File: src/rtl/riscv_v_pkg.sv
// Shared widths and pipeline payload type for the vector post-execute pipeline.
// Optional perf counters in the top are enabled by RISCV_V_PIPE_PERF_EN.
package riscv_v_pkg;

  localparam int RISCV_V_DATA_WIDTH     = 128;
  localparam int RISCV_V_NUM_BYTES_DATA = RISCV_V_DATA_WIDTH / 8;
  localparam int RISCV_V_INT_WIDTH      = 32;

  typedef struct packed {
    logic [RISCV_V_DATA_WIDTH-1:0]     data;
    logic [RISCV_V_NUM_BYTES_DATA-1:0] byte_en;
    logic [4:0]                        wr_addr;
    logic                              is_v2i;
    logic [RISCV_V_INT_WIDTH-1:0]      int_data;
  } riscv_v_pipe_payload_t;

endpackage

File: src/rtl/riscv_v_pipe_stage_reg.sv
// One pipeline stage register: a valid bit plus payload, with hold (stall) and kill (flush).
// Kill beats hold, so a flushed stage becomes a bubble even while stalled.
module riscv_v_pipe_stage_reg
  import riscv_v_pkg::*;
#(
  parameter type payload_t = riscv_v_pipe_payload_t
) (
  input  logic     clk,
  input  logic     rst,
  input  logic     hold,
  input  logic     kill,
  input  logic     valid_in,
  input  payload_t payload_in,
  output logic     valid,
  output payload_t payload
);

  // NOTE: the payload is reset too, not only the valid bit, because every output
  // of the pipe must read 0 while reset is held.
  always_ff @(posedge clk or negedge rst) begin
    if (!rst) begin
      valid   <= 1'b0;
      payload <= '0;
    end else if (kill) begin
      valid <= 1'b0;
    end else if (!hold) begin
      // NOTE: non-blocking assignments keep every stage sampling pre-edge values.
      valid <= valid_in;
      if (valid_in) payload <= payload_in;
    end
  end

endmodule

File: src/rtl/riscv_v_mem_wb_pipe.sv
// MEM/WB pipeline for the vector unit: bypass outputs, RF write port and v2i hand-off.
// Define RISCV_V_PIPE_PERF_EN to build the retired/stall performance counters.
module riscv_v_mem_wb_pipe
  import riscv_v_pkg::*;
#(
  parameter int DATA_WIDTH = RISCV_V_DATA_WIDTH,
  parameter int NUM_BYTES  = DATA_WIDTH / 8,
  parameter int INT_WIDTH  = RISCV_V_INT_WIDTH
) (
  input  logic                            clk,
  input  logic                            rst,
  input  logic                            valid_exe,
  output logic                            ready_exe,
  input  logic [DATA_WIDTH+NUM_BYTES-1:0] alu_result_exe,
  input  logic [4:0]                      rf_wr_addr_exe,
  input  logic                            is_v2i_exe,
  input  logic [INT_WIDTH-1:0]            int_data_result_exe,
  input  logic                            flush,
  output logic [NUM_BYTES-1:0]            rf_wr_en_mem,
  output logic [4:0]                      rf_wr_addr_mem,
  output logic [DATA_WIDTH-1:0]           rf_wr_data_mem,
  output logic [NUM_BYTES-1:0]            rf_wr_en_wb,
  output logic [4:0]                      rf_wr_addr_wb,
  output logic [DATA_WIDTH-1:0]           rf_wr_data_wb,
  output logic                            int_result_valid,
  output logic [INT_WIDTH-1:0]            int_result_data,
  input  logic                            int_result_ready,
  output logic [31:0]                     perf_retired_cnt,
  output logic [31:0]                     perf_stall_cnt
);

  typedef struct packed {
    logic [DATA_WIDTH-1:0] data;
    logic [NUM_BYTES-1:0]  byte_en;
    logic [4:0]            wr_addr;
    logic                  is_v2i;
    logic [INT_WIDTH-1:0]  int_data;
  } mem_payload_t;

  // WB only needs the vector write fields; the scalar result has left at MEM.
  typedef struct packed {
    logic [DATA_WIDTH-1:0] data;
    logic [NUM_BYTES-1:0]  byte_en;
    logic [4:0]            wr_addr;
  } wb_payload_t;

  logic         mem_valid;
  logic         wb_valid;
  logic         stall;
  mem_payload_t exe_payload;
  mem_payload_t mem_payload;
  wb_payload_t  wb_in;
  wb_payload_t  wb_payload;

  // v2i ops never write a vector register, so their byte enables are dropped at capture.
  assign exe_payload = '{
    data:     alu_result_exe[DATA_WIDTH+NUM_BYTES-1:NUM_BYTES],
    byte_en:  is_v2i_exe ? {NUM_BYTES{1'b0}} : alu_result_exe[NUM_BYTES-1:0],
    wr_addr:  rf_wr_addr_exe,
    is_v2i:   is_v2i_exe,
    int_data: int_data_result_exe
  };

  assign stall     = mem_valid & mem_payload.is_v2i & ~int_result_ready;
  assign ready_exe = ~stall;

  riscv_v_pipe_stage_reg #(.payload_t(mem_payload_t)) u_mem_stage (
    .clk        (clk),
    .rst        (rst),
    .hold       (stall),
    .kill       (flush),
    .valid_in   (valid_exe),
    .payload_in (exe_payload),
    .valid      (mem_valid),
    .payload    (mem_payload)
  );

  assign wb_in = '{
    data:    mem_payload.data,
    byte_en: mem_payload.byte_en,
    wr_addr: mem_payload.wr_addr
  };

  // WB itself is never flushed, but a flush kills the MEM op before it can move on.
  riscv_v_pipe_stage_reg #(.payload_t(wb_payload_t)) u_wb_stage (
    .clk        (clk),
    .rst        (rst),
    .hold       (1'b0),
    .kill       (1'b0),
    .valid_in   (mem_valid & ~stall & ~flush),
    .payload_in (wb_in),
    .valid      (wb_valid),
    .payload    (wb_payload)
  );

  assign rf_wr_en_mem     = mem_valid ? mem_payload.byte_en : '0;
  assign rf_wr_addr_mem   = mem_payload.wr_addr;
  assign rf_wr_data_mem   = mem_payload.data;
  assign rf_wr_en_wb      = wb_valid ? wb_payload.byte_en : '0;
  assign rf_wr_addr_wb    = wb_payload.wr_addr;
  assign rf_wr_data_wb    = wb_payload.data;
  assign int_result_valid = mem_valid & mem_payload.is_v2i;
  assign int_result_data  = mem_payload.int_data;

`ifdef RISCV_V_PIPE_PERF_EN
  logic [31:0] retired_q;
  logic [31:0] stall_q;

  always_ff @(posedge clk or negedge rst) begin
    if (!rst) begin
      retired_q <= '0;
      stall_q   <= '0;
    end else begin
      if (wb_valid) retired_q <= retired_q + 32'd1;
      if (stall)    stall_q   <= stall_q + 32'd1;
    end
  end

  assign perf_retired_cnt = retired_q;
  assign perf_stall_cnt   = stall_q;
`else
  assign perf_retired_cnt = '0;
  assign perf_stall_cnt   = '0;
`endif

endmodule

File: config.mk
export PLATFORM = sky130hd
export DESIGN_NAME = riscv_v_mem_wb_pipe
export DESIGN_NICKNAME = d
export VERILOG_FILES = /design/src/rtl/riscv_v_pkg.sv /design/src/rtl/riscv_v_pipe_stage_reg.sv /design/src/rtl/riscv_v_mem_wb_pipe.sv
export SDC_FILE = /design/constraint.sdc
export NUM_CORES = 1
export LEC_CHECK = 0
export BUFFER_PORTS_ARGS = -buffer_cell sky130_fd_sc_hd__buf_2
export CORE_AREA = 2 2 224 226
export DETAILED_ROUTE_END_ITERATION = 16
export DIE_AREA = 0 0 226 228
export HOLD_SLACK_MARGIN = 0.03
export PLACE_DENSITY = 0.56
export SETUP_SLACK_MARGIN = 0.4
export SYNTH_ARGS = -nofsm -noshare
export SYNTH_HDL_FRONTEND = slang
export SYNTH_SLANG_ARGS = --single-unit
export TNS_END_PERCENT = 30
File: constraint.sdc
create_clock -name clk -period 4.6 [get_ports clk]
set_input_delay 0.23 -clock clk [delete_from_list [all_inputs] [get_ports clk]]
set_output_delay 0.23 -clock clk [all_outputs]
set_load 0.02 [all_outputs]
==> results of run 1 <==
==> cells in the final DEF (no fill, tap or decap), drive strengths merged, types with 2 or more instances in the layout <==
cell type and instances:
inv 2, clkinv 11, conb 64, clkbuf 55, nand2b 17, and2 33, nor2b 2, buf 535
mux2 314, nor2 3, nand2 3, dfrtp 333, o21ai 32, dlygate4sd3 185
==> tightest hold or removal path, cell delays in order <==
cell     delay (ns)
buf_2          0.12
nor2b_1        0.14
nand2_1        0.06
nand3_1        0.07
==> per-stage QoR <==
step | total power, mW | instance area (um^2) | std cells | setup WS, ns
floorplan | 6.76 | 16400 | 1208 | 2.98
global placement | 6.86 | 16900 | 2012 | 1.74
detailed placement | 6.92 | 16900 | 2012 | 1.67
CTS | 10.1 | 20000 | 2266 | 1.65
global route | 10.5 | 20000 | 2266 | 1.50
finish | 9.98 | 20000 | 2266 | 1.72
==> power by group through the flow <==
| stage | combinational, mW | sequential [mW] | clock (mW) |
|---|---|---|---|
| floorplan | 2.78 | 3.98 | 0 |
| global placement | 2.77 | 4.08 | 0 |
| detailed placement | 2.81 | 4.11 | 0 |
| CTS | 2.94 | 4.07 | 3.12 |
| global route | 3.07 | 4.17 | 3.25 |
| finish | 2.90 | 4.07 | 3.01 |
==> final timing paths <==
check                                  startpoint                       end  slack (ns)  cells after the start
min                                     valid_exe   u_mem_stage.payload[32]        0.12                      4
max reg2reg                     u_mem_stage.valid  u_mem_stage.payload[138]        1.72                      4
max                             u_mem_stage.valid  u_mem_stage.payload[138]        1.72                      4
min in group asynchronous                     rst   u_wb_stage.payload[117]        0.29                      2
min reg2reg                u_wb_stage.payload[74]    u_wb_stage.payload[74]        0.48                      1
max in group asynchronous                     rst    u_wb_stage.payload[59]        3.19                      3
==> cell families after synthesis <==
| kind of cell | Yosys count |
|---|---|
| other cells | 1 |
| flops | 333 |
| compound gates | 32 |
| mux | 314 |
| simple gates | 61 |
| buf+inv | 404 |
==> state kept, by name, indices dropped and copies added (netlist names) <==
register and cells:
u_mem_stage.payload 182, u_wb_stage.payload 149, u_mem_stage.valid 1, u_wb_stage.valid 1
==> layout make-up <==
cell class / count / area, um^2
clock inverter: 14 / 120
sequential: 333 / 8330
tap: 672 / 841
inverter: 1 / 3.75
clock buffer: 55 / 1140
multi-input combinational: 471 / 4890
fill: 4628 / 29400
timing repair buffer: 720 / 4660
==> routing by layer <==
metal	wire [um]	global-route usage	vias up
met5	0	0	-
met4	1050	0.0519	0
met3	2760	0.0398	68
met2	18200	0.239	325
met1	14700	0.164	4623
li1	-	-	4254
==> out/metrics.csv, run 1 <==
metric;value;unit
synth.area.top_cells;dfrtp_1 52%, buf_4 17%, mux2_4 14%;
maxCapViolCount;0;
worstMarginPinSlew;1.03;ns
async_reset_ff_frac;1.00;
status;complete, no violations;
hold_viol_final;0;
drive_gt1_frac;0.511;
maxSlewHeadroom;0.311;
slowest_stage;nor2_4;
leakage;9.81;nW
slowest_delay;0.88;ns
worst_hold_path_type;in2reg;
skew;0.0196;ns
synth.distinct_cells;24;
synth_edf_count;0;
clock_sinks;333;
ys_warn_count;0;
p_switching;3.31;mW
num_vias;9270;
grt_max_degree;103;
antenna_found_initial;0;
synth_compound_area_frac;0.00993;
diodes;0;
pwr-share-seq;0.408;
fmax;0.347;GHz
core;49300;um^2
wl;36700;um
gr-total-overflow;0;
hpwl;25400;um
setup.worst_path.end_class;flip-flop;
synth-xor-area-share;0;
synth_common_cells;363 x buf_4, 333 x dfrtp_1, 150 x mux2_4;
power_density;499;nW/um^2
synthAdderAreaFrac;0;
netlist_area;16100;um^2
viasPerCell;4.09;
utilization;0.405;
synth_top_area_frac;0.517;
die_area;51500;um^2
syn_area_per_cell;14.1;um^2
ant_nets;0;
first_global_vias;9837;
yosys.area_share.simple;0.0238;
clockBufferDepth;3;
path_buf_inv;1;
synth_top_area_cell;dfrtp_1;
finalSetupTns;0;ns
synth_top_family_by_area;multiplexers;
start_util;0.327;
clk_latency;0.54;ns
max-vdd-ir-drop;0.242;mV
dieWidth;226;um
ys_seq_area_frac;0.517;
finalSetupViolations;0;
holdBufCountCts;185;
wl_per_cell;16.2;um
gp_congestion;0.846;
synth_most_common_cell;buf_4;
synth_cells;1145;
cts_setup_buffers;0;
num-nets-final;1753;
power.internal;6.67;mW
fin_crit;2.88;ns
critPathTopFamily;simple AND/OR/NAND/NOR gates;
power.share.clock;0.302;
crit_type;reg2reg;
io_buffers;518;
cts_buffers;39;
path_max_fanout;22;
cts_tree;built;
whs;0.119;ns
grtUsageTotal;0.139;
cts_resized;0;
grt_pass1_wl;56700;um
drt_pass1_iterations;4;
die_y;228;um
slew_violations;0;
synthFlopType;dfrtp_1;
area_delta_synth_final;23.9;%
htreeDepth;2;
netSwitchingFraction;0.331;
io-pin-count;583;
post-route-period-util;0.626;
fp-row-count;82;
power_frac_comb;0.290;
clk_pin_slew;0.06;ns
arrival;3.30;ns
crit_chain;and3b_1 -> nor2_4 -> buf_4 -> mux2_4;
cts_root_buffer;clkbuf_16;
synth_mux_area_frac;0.254;
rsz0062_at_grt;no;
ys_seq_elements;333;
cp.required;5.02;ns
drc;0;
drtIter0Drc;266;
start_kind;flip-flop;
(Power assumes the default switching activity.)
==> run 2: changes to the inputs <==
- clock period: 4.6 -> 2.97 ns (I/O delays scaled with it)
==> run 2 against run 1 <==
Compared with the run above:
- worst setup slack got worse by 0.87 ns
- critical path depth did not move
- die area did not move
- sequential power rose by 55%
- non-clock buffer count rose by 9
- largest cell class unchanged
- largest power group unchanged
- highest routed layer unchanged
==> out/metrics.csv, run 2 (synthesis results as in run 1) <==
metric;value;unit;change
dpl_cell_area;17000;um^2;+0.65%
fp-row-count;82;;unchanged
final_cell_area;20100;um^2;+0.71%
layout_common_cells;517 x buf_2, 333 x dfrtp_1, 186 x dlygate4sd3_1;;
num-nets-final;1762;;+0.51%
leakage;9.88;nW;+0.70%
clockBufferDepth;3;;unchanged
rsz0062_at_grt;no;;
path_max_fanout;19;;-14%
maxCapViolCount;0;;unchanged
finalSetupTns;0;ns;unchanged
start_util;0.327;;unchanged
core;49300;um^2;unchanged
clock_sinks;333;;unchanged
skew;0.0196;ns;+0.0000115 ns
clk_latency;0.53;ns;about the same
antenna_found_initial;0;;unchanged
cp-startpoint;u_mem_stage.valid;;
clk_pin_slew;0.06;ns;about the same
slew_violations;0;;unchanged
dp_cells;2020;;+0.40%
fmax;0.473;GHz;
ant_nets;0;;unchanged
cp.required;2.82;ns;-2.20 ns
r2r_start;u_mem_stage.valid;;
whs;0.220;ns;+0.100 ns
drive_gt1_frac;0.513;;+0.00214
fin_crit;2.12;ns;
cts_buffers;39;;unchanged
io_buffers;518;;unchanged
utilization;0.408;;+0.00289
drt_pass1_iterations;4;;unchanged
grt_pass1_wl;56800;um;+0.23%
regMostFlops;u_mem_stage.payload;;
cts_setup_buffers;0;;unchanged
hpwl;26100;um;+2.5%
holdBufCountCts;186;;+0.54%
setup.worst_path.end_class;output pin;;
die_y;228;um;unchanged
gr-total-overflow;0;;unchanged
top_regs;u_mem_stage.payload: 182 flops, u_wb_stage.payload: 149 flops;;
grt_max_degree;94;;-8.7%
cts_root_buffer;clkbuf_16;;
status;complete, no violations;;
grtUsageTotal;0.140;;+0.000424
cts_tree;built;;
power_density;771;nW/um^2;+54%
largest_reg_flops;182;;unchanged
worstMarginPinSlew;0.847;ns;-0.185 ns
max-vdd-ir-drop;0.534;mV;+120%
htreeDepth;2;;unchanged
viasPerCell;4.10;;+0.18%
wl;36900;um;+0.68%
io-pin-count;583;;unchanged
drc;0;;unchanged
area_delta_synth_final;24.8;%;
worst_hold_path_type;in2async;;
die_area;51500;um^2;unchanged
finalSetupViolations;0;;unchanged
maxSlewHeadroom;0.436;;+0.125
hold_viol_final;0;;unchanged
start_kind;flip-flop;;
diodes;0;;unchanged
mostFrequentLayoutCell;buf_2;;
gp_congestion;0.777;;-8.1%
num_vias;9315;;+0.49%
first_global_vias;9994;;+1.6%
drtIter0Drc;224;;-16%
arrival;1.97;ns;-1.33 ns
wl_per_cell;16.2;um;+0.37%
cts_resized;0;;unchanged
dieWidth;226;um;unchanged
post-route-period-util;0.712;;
crit_type;reg2out;;
instances_no_fill;2273;;+0.31%
run 2: changes by cell type in the layout (fill, tap and decap cells not counted):
cell / before / now
clkinv_2: 8 / 2
clkinv_4: 2 / 1
buf_4: 11 / 15
clkbuf_1: 7 / 6
clkbuf_16: 40 / 39
clkinv_8: 1 / 0
dlygate4sd3_1: 185 / 186
clkbuf_8: 8 / 15
buf_12: 6 / 10
inv_6: 1 / 3
clkinvlp_4: 1 / 0
run 2: report_power, final:
part	internal [mW]	switching, mW	total (mW)
clock	2.87	1.84	4.71
sequential	5.65	0.646	6.30
combinational	1.94	2.57	4.51
total	10.5	5.05	15.5
run 2: cell type report:
cell class                      instances  area (um^2)
Inverter                                1         3.75
Clock buffer                           60         1200
Timing Repair Buffer                  729         4780
Clock inverter                          7         75.1
Multi-Input combinational cell        471         4890
Sequential cell                       333         8330
Fill cell                            4680        29200
Tap cell                              672          841
run 2: critical path, cell delays in order, from the launching register on:
cell     delay, ns
dfrtp_1       0.60
and3b_1       0.30
buf_4         0.24
inv_1         0.12
buf_2         0.18
run 2: per-stage QoR:
stage / setup slack (ns) / power, mW
2_1_floorplan: 1.35 / 10.5
3_3_place_gp: 0.949 / 10.6
3_5_place_dp: 0.916 / 10.7
4_1_cts: 0.827 / 15.8
5_1_grt: 0.705 / 16.3
6_report: 0.854 / 15.5
run 2: metal layers:
layer  wire length, um  up-vias  GRT usage
met5                 0        -          0
met4               872        0     0.0486
met3              2880       53     0.0431
met2             18700      321      0.244
met1             14400     4692      0.160
li1                  -     4249          -
run 2: worst paths after layout:
kind	slack [ns]	endpoint	depth (start not counted)
setup / recovery	0.85	ready_exe	4
hold / removal	0.22	u_wb_stage.payload[106]	2
setup reg to reg	0.91	u_mem_stage.payload[128]	5
hold reg to reg	0.48	u_wb_stage.payload[135]	1
max in group asynchronous	1.89	u_mem_stage.payload[59]	3
min in group clk	0.22	u_mem_stage.payload[32]	4
